<file path="src/rtl/pipe_ctrl.sv">
// pipe_ctrl -- pipeline control sequencer.
//
// Resolves memory wait > branch flush > hazard stall each cycle and drives
// the pipeline-register freeze/flush/bubble controls combinationally. A
// registered FSM records the class of the previous cycle, a watchdog flags
// hazard stalls that run longer than MAX_STALL, and three saturating
// counters tally stall, flush and wait cycles.
//
// Ports:
//   clk, rst_n         core clock (rising edge), async active-low reset
//   hazard             ID-stage data-hazard request
//   branch_taken_EXE   taken branch resolved in EXE
//   mem_req_MEM        load/store active in MEM
//   mem_ready          memory completes the access this cycle
//   cnt_clr            synchronous clear of counters and stall_err
//   freeze_PC          hold PC
//   freeze_IF_ID       hold IF/ID register
//   flush_IF_ID        clear IF/ID register to NOP
//   bubble_ID_EXE      load NOP into ID/EXE register
//   freeze_all         hold ID/EXE, EXE/MEM, MEM/WB registers
//   state              debug: 0 RUN, 1 STALL, 2 WAIT (previous cycle's class)
//   stall_err          sticky watchdog error
//   stall_cnt, flush_cnt, wait_cnt   saturating event counters
module pipe_ctrl #(
    parameter int CNT_W     = 16,
    parameter int MAX_STALL = 4
) (
    input  logic             clk,
    input  logic             rst_n,
    input  logic             hazard,
    input  logic             branch_taken_EXE,
    input  logic             mem_req_MEM,
    input  logic             mem_ready,
    input  logic             cnt_clr,
    output logic             freeze_PC,
    output logic             freeze_IF_ID,
    output logic             flush_IF_ID,
    output logic             bubble_ID_EXE,
    output logic             freeze_all,
    output logic [1:0]       state,
    output logic             stall_err,
    output logic [CNT_W-1:0] stall_cnt,
    output logic [CNT_W-1:0] flush_cnt,
    output logic [CNT_W-1:0] wait_cnt
);

    localparam int RL_W = (MAX_STALL < 1) ? 1 : $clog2(MAX_STALL + 1);

    typedef enum logic [1:0] {
        ST_RUN   = 2'd0,
        ST_STALL = 2'd1,
        ST_WAIT  = 2'd2
    } state_e;

    // Increment that sticks at the all-ones value instead of wrapping.
    function automatic logic [CNT_W-1:0] sat_inc(input logic [CNT_W-1:0] v,
                                                 input logic en);
        if (en && (v != {CNT_W{1'b1}}))
            return v + CNT_W'(1);
        return v;
    endfunction

    logic mem_wait;
    logic flush_c;
    logic stall_c;

    state_e            state_q,     state_d;
    logic [RL_W-1:0]   run_len_q,   run_len_d;
    logic              stall_err_q, stall_err_d;
    logic [CNT_W-1:0]  stall_cnt_q, stall_cnt_d;
    logic [CNT_W-1:0]  flush_cnt_q, flush_cnt_d;
    logic [CNT_W-1:0]  wait_cnt_q,  wait_cnt_d;

    // Exactly one of mem_wait / flush_c / stall_c (or none) per cycle.
    assign mem_wait = mem_req_MEM & ~mem_ready;
    assign flush_c  = ~mem_wait & branch_taken_EXE;
    assign stall_c  = ~mem_wait & ~branch_taken_EXE & hazard;

    // Same-cycle control outputs. While reset is held the front end is
    // flushed so nothing stale enters the pipe when reset releases.
    always_comb begin
        freeze_PC     = 1'b0;
        freeze_IF_ID  = 1'b0;
        flush_IF_ID   = 1'b0;
        bubble_ID_EXE = 1'b0;
        freeze_all    = 1'b0;
        if (!rst_n) begin
            flush_IF_ID   = 1'b1;
            bubble_ID_EXE = 1'b1;
        end else if (mem_wait) begin
            freeze_PC    = 1'b1;
            freeze_IF_ID = 1'b1;
            freeze_all   = 1'b1;
        end else if (flush_c) begin
            flush_IF_ID   = 1'b1;
            bubble_ID_EXE = 1'b1;
        end else if (stall_c) begin
            freeze_PC     = 1'b1;
            freeze_IF_ID  = 1'b1;
            bubble_ID_EXE = 1'b1;
        end
    end

    always_comb begin
        state_d = ST_RUN;
        if (mem_wait)
            state_d = ST_WAIT;
        else if (stall_c)
            state_d = ST_STALL;

        // Watchdog run length: a memory wait freezes the whole pipe, so an
        // interrupted hazard stall resumes with its count intact.
        run_len_d = '0;
        if (stall_c) begin
            if (run_len_q != RL_W'(MAX_STALL))
                run_len_d = run_len_q + RL_W'(1);
            else
                run_len_d = run_len_q;
        end else if (mem_wait) begin
            run_len_d = run_len_q;
        end

        stall_err_d = stall_err_q;
        if (cnt_clr)
            stall_err_d = 1'b0;
        else if (stall_c && (run_len_q == RL_W'(MAX_STALL)))
            stall_err_d = 1'b1;

        if (cnt_clr) begin
            stall_cnt_d = '0;
            flush_cnt_d = '0;
            wait_cnt_d  = '0;
        end else begin
            stall_cnt_d = sat_inc(stall_cnt_q, stall_c);
            flush_cnt_d = sat_inc(flush_cnt_q, flush_c);
            wait_cnt_d  = sat_inc(wait_cnt_q,  mem_wait);
        end
    end

    always_ff @(posedge clk or negedge rst_n) begin
        if (!rst_n) begin
            state_q     <= ST_RUN;
            run_len_q   <= '0;
            stall_err_q <= 1'b0;
            stall_cnt_q <= '0;
            flush_cnt_q <= '0;
            wait_cnt_q  <= '0;
        end else begin
            state_q     <= state_d;
            run_len_q   <= run_len_d;
            stall_err_q <= stall_err_d;
            stall_cnt_q <= stall_cnt_d;
            flush_cnt_q <= flush_cnt_d;
            wait_cnt_q  <= wait_cnt_d;
        end
    end

    assign state     = state_q;
    assign stall_err = stall_err_q;
    assign stall_cnt = stall_cnt_q;
    assign flush_cnt = flush_cnt_q;
    assign wait_cnt  = wait_cnt_q;

endmodule

</file>
<file path="config.mk">
export PLATFORM = sky130hd
export DESIGN_NAME = pipe_ctrl
export DESIGN_NICKNAME = d
export VERILOG_FILES = /design/src/rtl/pipe_ctrl.sv
export SDC_FILE = /design/constraint.sdc
export NUM_CORES = 1
export LEC_CHECK = 0
export ABC_AREA = 1
export CAP_MARGIN = 10
export CELL_PAD_IN_SITES_DETAIL_PLACEMENT = 2
export CELL_PAD_IN_SITES_GLOBAL_PLACEMENT = 2
export CORE_MARGIN = 2
export CORE_UTILIZATION = 32
export CTS_CLUSTER_SIZE = 8
export DETAILED_ROUTE_END_ITERATION = 10
export DONT_BUFFER_PORTS = 1
export GPL_TIMING_DRIVEN = 1
export PLACE_DENSITY_LB_ADDON = 0.1
export SLEW_MARGIN = 20
export SYNTH_ARGS = -nofsm -noshare
export SYNTH_HDL_FRONTEND = slang
export SYNTH_SLANG_ARGS = --single-unit
</file>
<file path="constraint.sdc">
create_clock -name clk -period 1.6 [get_ports clk]
set_input_delay 0.08 -clock clk [delete_from_list [all_inputs] [get_ports clk]]
set_output_delay 0.08 -clock clk [all_outputs]
set_load 0.005 [all_outputs]
</file>
==> impl_metrics.tcl <==
set metrics [dict create \
    cts_sinks 54 \
    wl_met1_um 5250 \
    cts_tree "done" \
    hold_viol 0 \
    critPathKind "reg -> reg" \
    ys_ff_latch 54 \
    tns_ns 0 \
    worstPathRequired_ns 1.86 \
    dp_hpwl_um 8970 \
    io_pins 63 \
    numCtsBuffers 5 \
    p_sw_share_pct 26.5 \
    min_path_type "in -> reg" \
    crit_chain "ha_2 -> nand2_2 -> nor2_2 -> nand2_2 -> buf_6 -> buf_6 -> xor2_1 -> nor2_1 -> nand2_1 -> nand2_1" \
    leakage_nw 2.15 \
    antenna_found_initial 0 \
    vias 3462 \
    ant_nets 0 \
    final.min_clock_period_ns 1.55 \
    wl_per_cell_um 18.5 \
    highest_layer "met4" \
    setup_viol 0 \
    drive_gt1_share_pct 26.8 \
    grt_pass1_vias 4055 \
    worst_setup_path_end_kind "flop" \
    yosys_warnings 0 \
    netlist_instances 467 \
    grt_use_total_pct 22.8 \
    clock_latency_ns 0.33 \
    timing.rr.end "stall_cnt[8]" \
    finalNetCount 560 \
    worstPathArrival_ns 1.81 \
    gp_congestion 0.784 \
    maxSlewViolCount 0 \
    crit_path_end "stall_cnt[8]" \
    holdWs_ns 0.0173 \
    synth-seq-area-share_pct 40.5 \
    seqPwrFrac_pct 52.4 \
    clock_skew_ns 0.0157 \
    dieArea_um2 11200 \
    power.density_nw_per_um2 602 \
    grt_overflow 0 \
    start_kind "flop" \
    fin_crit_sh_pct 97.1 \
    first_pass_iters 4 \
    worstRegToRegCells 10 \
    avgSynthCellArea_um2 7.14 \
    hold_depth 4 \
    clkTransAtPathRegs_ns 0.12 \
    drc 0 \
    cp_slowest_stage_delay_ns 0.37 \
    crit_start "stall_cnt[0]" \
    root_buffer "clkbuf_8" \
    critPathSlowestCell "dfrtp_1" \
    wl_met2_um 6970 \
    crit_fanout 3 \
    clkPwrFrac_pct 36.6 \
    r2r-start "stall_cnt[0]" \
    core_region_area_um2 10200 \
    area_growth_pct 32.4 \
    dieHeight_um 106 \
    initial_core_util_pct 32.6 \
    htree_levels 2 \
    path_delay_family "simple AND/OR/NAND/NOR gates" \
    vdd.ir_drop.worst_v 0.000550 \
    ys_types 32 \
    slew_headroom_pct 57.4 \
    maxCapViolCount 0 \
    fmax_mhz 643 \
    outcome "complete, no violations" \
    p_comb_share_pct 10.9 \
    crit_buf_inv 2 \
    grt_pass1_wl_um 20200 \
    diodes 0 \
    post_drt_via_cell_ratio 5.05 \
    crit_cells 10 \
    drtIter0Drc 79 \
    synth_fp_nets 479 \
    reg2reg_slack_ns 0.05 \
    port_buffers 0 \
    detail_route.wirelength_um 12700 \
    cts_max_path_buffers 2 \
    die_w_um 106 \
    intPower_mw 1.95 \
    routed-wl-met3_um 393 \
    worst_pin_slew_ns 0.639 \
    synth_area_um2 3330 \
    rows 37 \
    p_switching_mw 0.703 \
    rsz0062_at_grt "yes" \
    grt_max_degree 55 \
]
layout make-up:
type / instances / area, µm²
Timing Repair Buffer: 84 / 706
Timing Repair inverter: 1 / 11.3
Fill cell: 1207 / 5820
Sequential cell: 54 / 1350
Multi-Input combinational cell: 363 / 1910
Tap cell: 136 / 170
Clock buffer: 7 / 76.3
Clock inverter: 1 / 30.0
Inverter: 39 / 159
through the flow:
| stage | utilization [%] | worst slack, ns | power [mW] | cells | area, µm² |
|---|---|---|---|---|---|
| 2_1_floorplan | - | 0.0622 | 1.54 | 467 | 3330 |
| 3_3_place_gp | 38.4 | -0.302 | 1.60 | 659 | 3930 |
| 3_5_place_dp | 38.4 | -0.407 | 1.61 | 659 | 3930 |
| 4_1_cts | 41.0 | 0.000114 | 2.66 | 676 | 4190 |
| 5_1_grt | 43.1 | -0.0562 | 2.78 | 685 | 4410 |
| 6_report | 43.1 | 0.0460 | 2.66 | 685 | 4410 |
what timing repair did:
action / CTS / global route
pin swaps: 0 / 21
gates cloned: 0 / 1
resized for setup: 15 / 48
hold endpoints to repair: 68 / 1
setup buffers: 3 / 9
hold buffers: 6 / 1
endpoints found under the setup margin: 41 / 48
logic make-up (layout without fill, tap and decap cells):
kind of cell             Yosys count  count (layout)  synth area share (%)
buffers and inverters             50             132                  6.61
flip-flops                        54              54                  40.5
XOR/XNOR                          15              15                  3.94
AO/OA/AOI/OAI                     26              26                  5.03
adder cells (fa/ha/maj)            5               5                  1.88
AND/OR/NAND/NOR                  316             316                  41.7
multiplexers                       1               1                 0.300
per-layer routing:
layer,track usage (%),vias to the layer above
li1,-,1654
met1,26.0,1762
met2,44.0,41
met3,4.11,5
met4,4.42,0
met5,0,-
Yosys cell counts:
cell      count  share of area, %
a21oi_1       3              0.45
a31oi_1       2              0.38
buf_1         1              0.11
buf_2         2              0.30
buf_4         2              0.45
buf_6         3               1.0
clkbuf_1      3              0.34
dfrtp_1      54                41
ha_1          5               1.9
inv_1        34               3.8
inv_2         5              0.56
mux2i_1       1              0.30
nand2_1     170                19
nand2_2       4              0.75
nand2_4       1              0.34
nand3_1      32               4.8
nand3b_1      4              0.90
nand4_1      31               5.8
nor2_1       58               6.5
nor2_2        7               1.3
nor2_4        3               1.0
nor3_1        1              0.15
o211ai_1      1              0.23
o21ai_0       7               1.1
o21ai_1       4              0.60
o21ai_2       1              0.26
o21ai_4       1              0.49
o21bai_1      7               1.6
or2_1         1              0.19
or2_2         4              0.75
xnor2_1       1              0.26
xor2_1       14               3.7
placed cells by master, fill, tap and decap left out, types with 3 or more instances in the layout:
cell type      instances
nand2_1              155
buf_4                 69
dfrtp_1               54
nor2_1                46
inv_1                 32
nand3_1               32
nand4_1               31
nand2_2               18
xor2_1                14
nor2_2                13
nor2_4                 9
buf_6                  8
o21bai_1               7
o21ai_0                6
clkbuf_8               5
dlygate4sd3_1          5
inv_2                  4
or2_2                  4
nand3b_1               4
a21oi_1                3
o21ai_1                3
worst reg2reg max path: cells and delay by family (launching register included):
kind | cells | cell delay, ns
simple gates | 6 | 0.53
flops | 1 | 0.37
buf+inv | 2 | 0.27
fa+ha+maj | 1 | 0.20
xor+xnor | 1 | 0.13
power by group through the flow:
stage / clock (mW) / combinational [mW] / sequential [mW]
after floorplan: 0 / 0.122 / 1.42
final: 0.974 / 0.290 / 1.39
after CTS: 1.01 / 0.258 / 1.39
after detailed placement: 0 / 0.196 / 1.42
after global placement: 0 / 0.188 / 1.42
after global routing: 1.07 / 0.320 / 1.40
registers in the layout (all words and copies together) (netlist names):
register,count
stall_err,1
stall_cnt,16
wait_cnt,16
flush_cnt,16
run_len_q,3
state,2
worst min-delay path by stage:
stage,startpoint,end,slack [ns]
2_1_floorplan,rst_n,flush_cnt[0],-0.22
3_3_place_gp,rst_n,stall_cnt[4],-0.21
3_5_place_dp,rst_n,stall_cnt[3],-0.21
4_1_cts,mem_req_MEM,state[1],0.02
5_1_grt,cnt_clr,flush_cnt[0],0.02
6_report,cnt_clr,flush_cnt[0],0.02
Note: power is estimated with default switching activity, not from simulation.
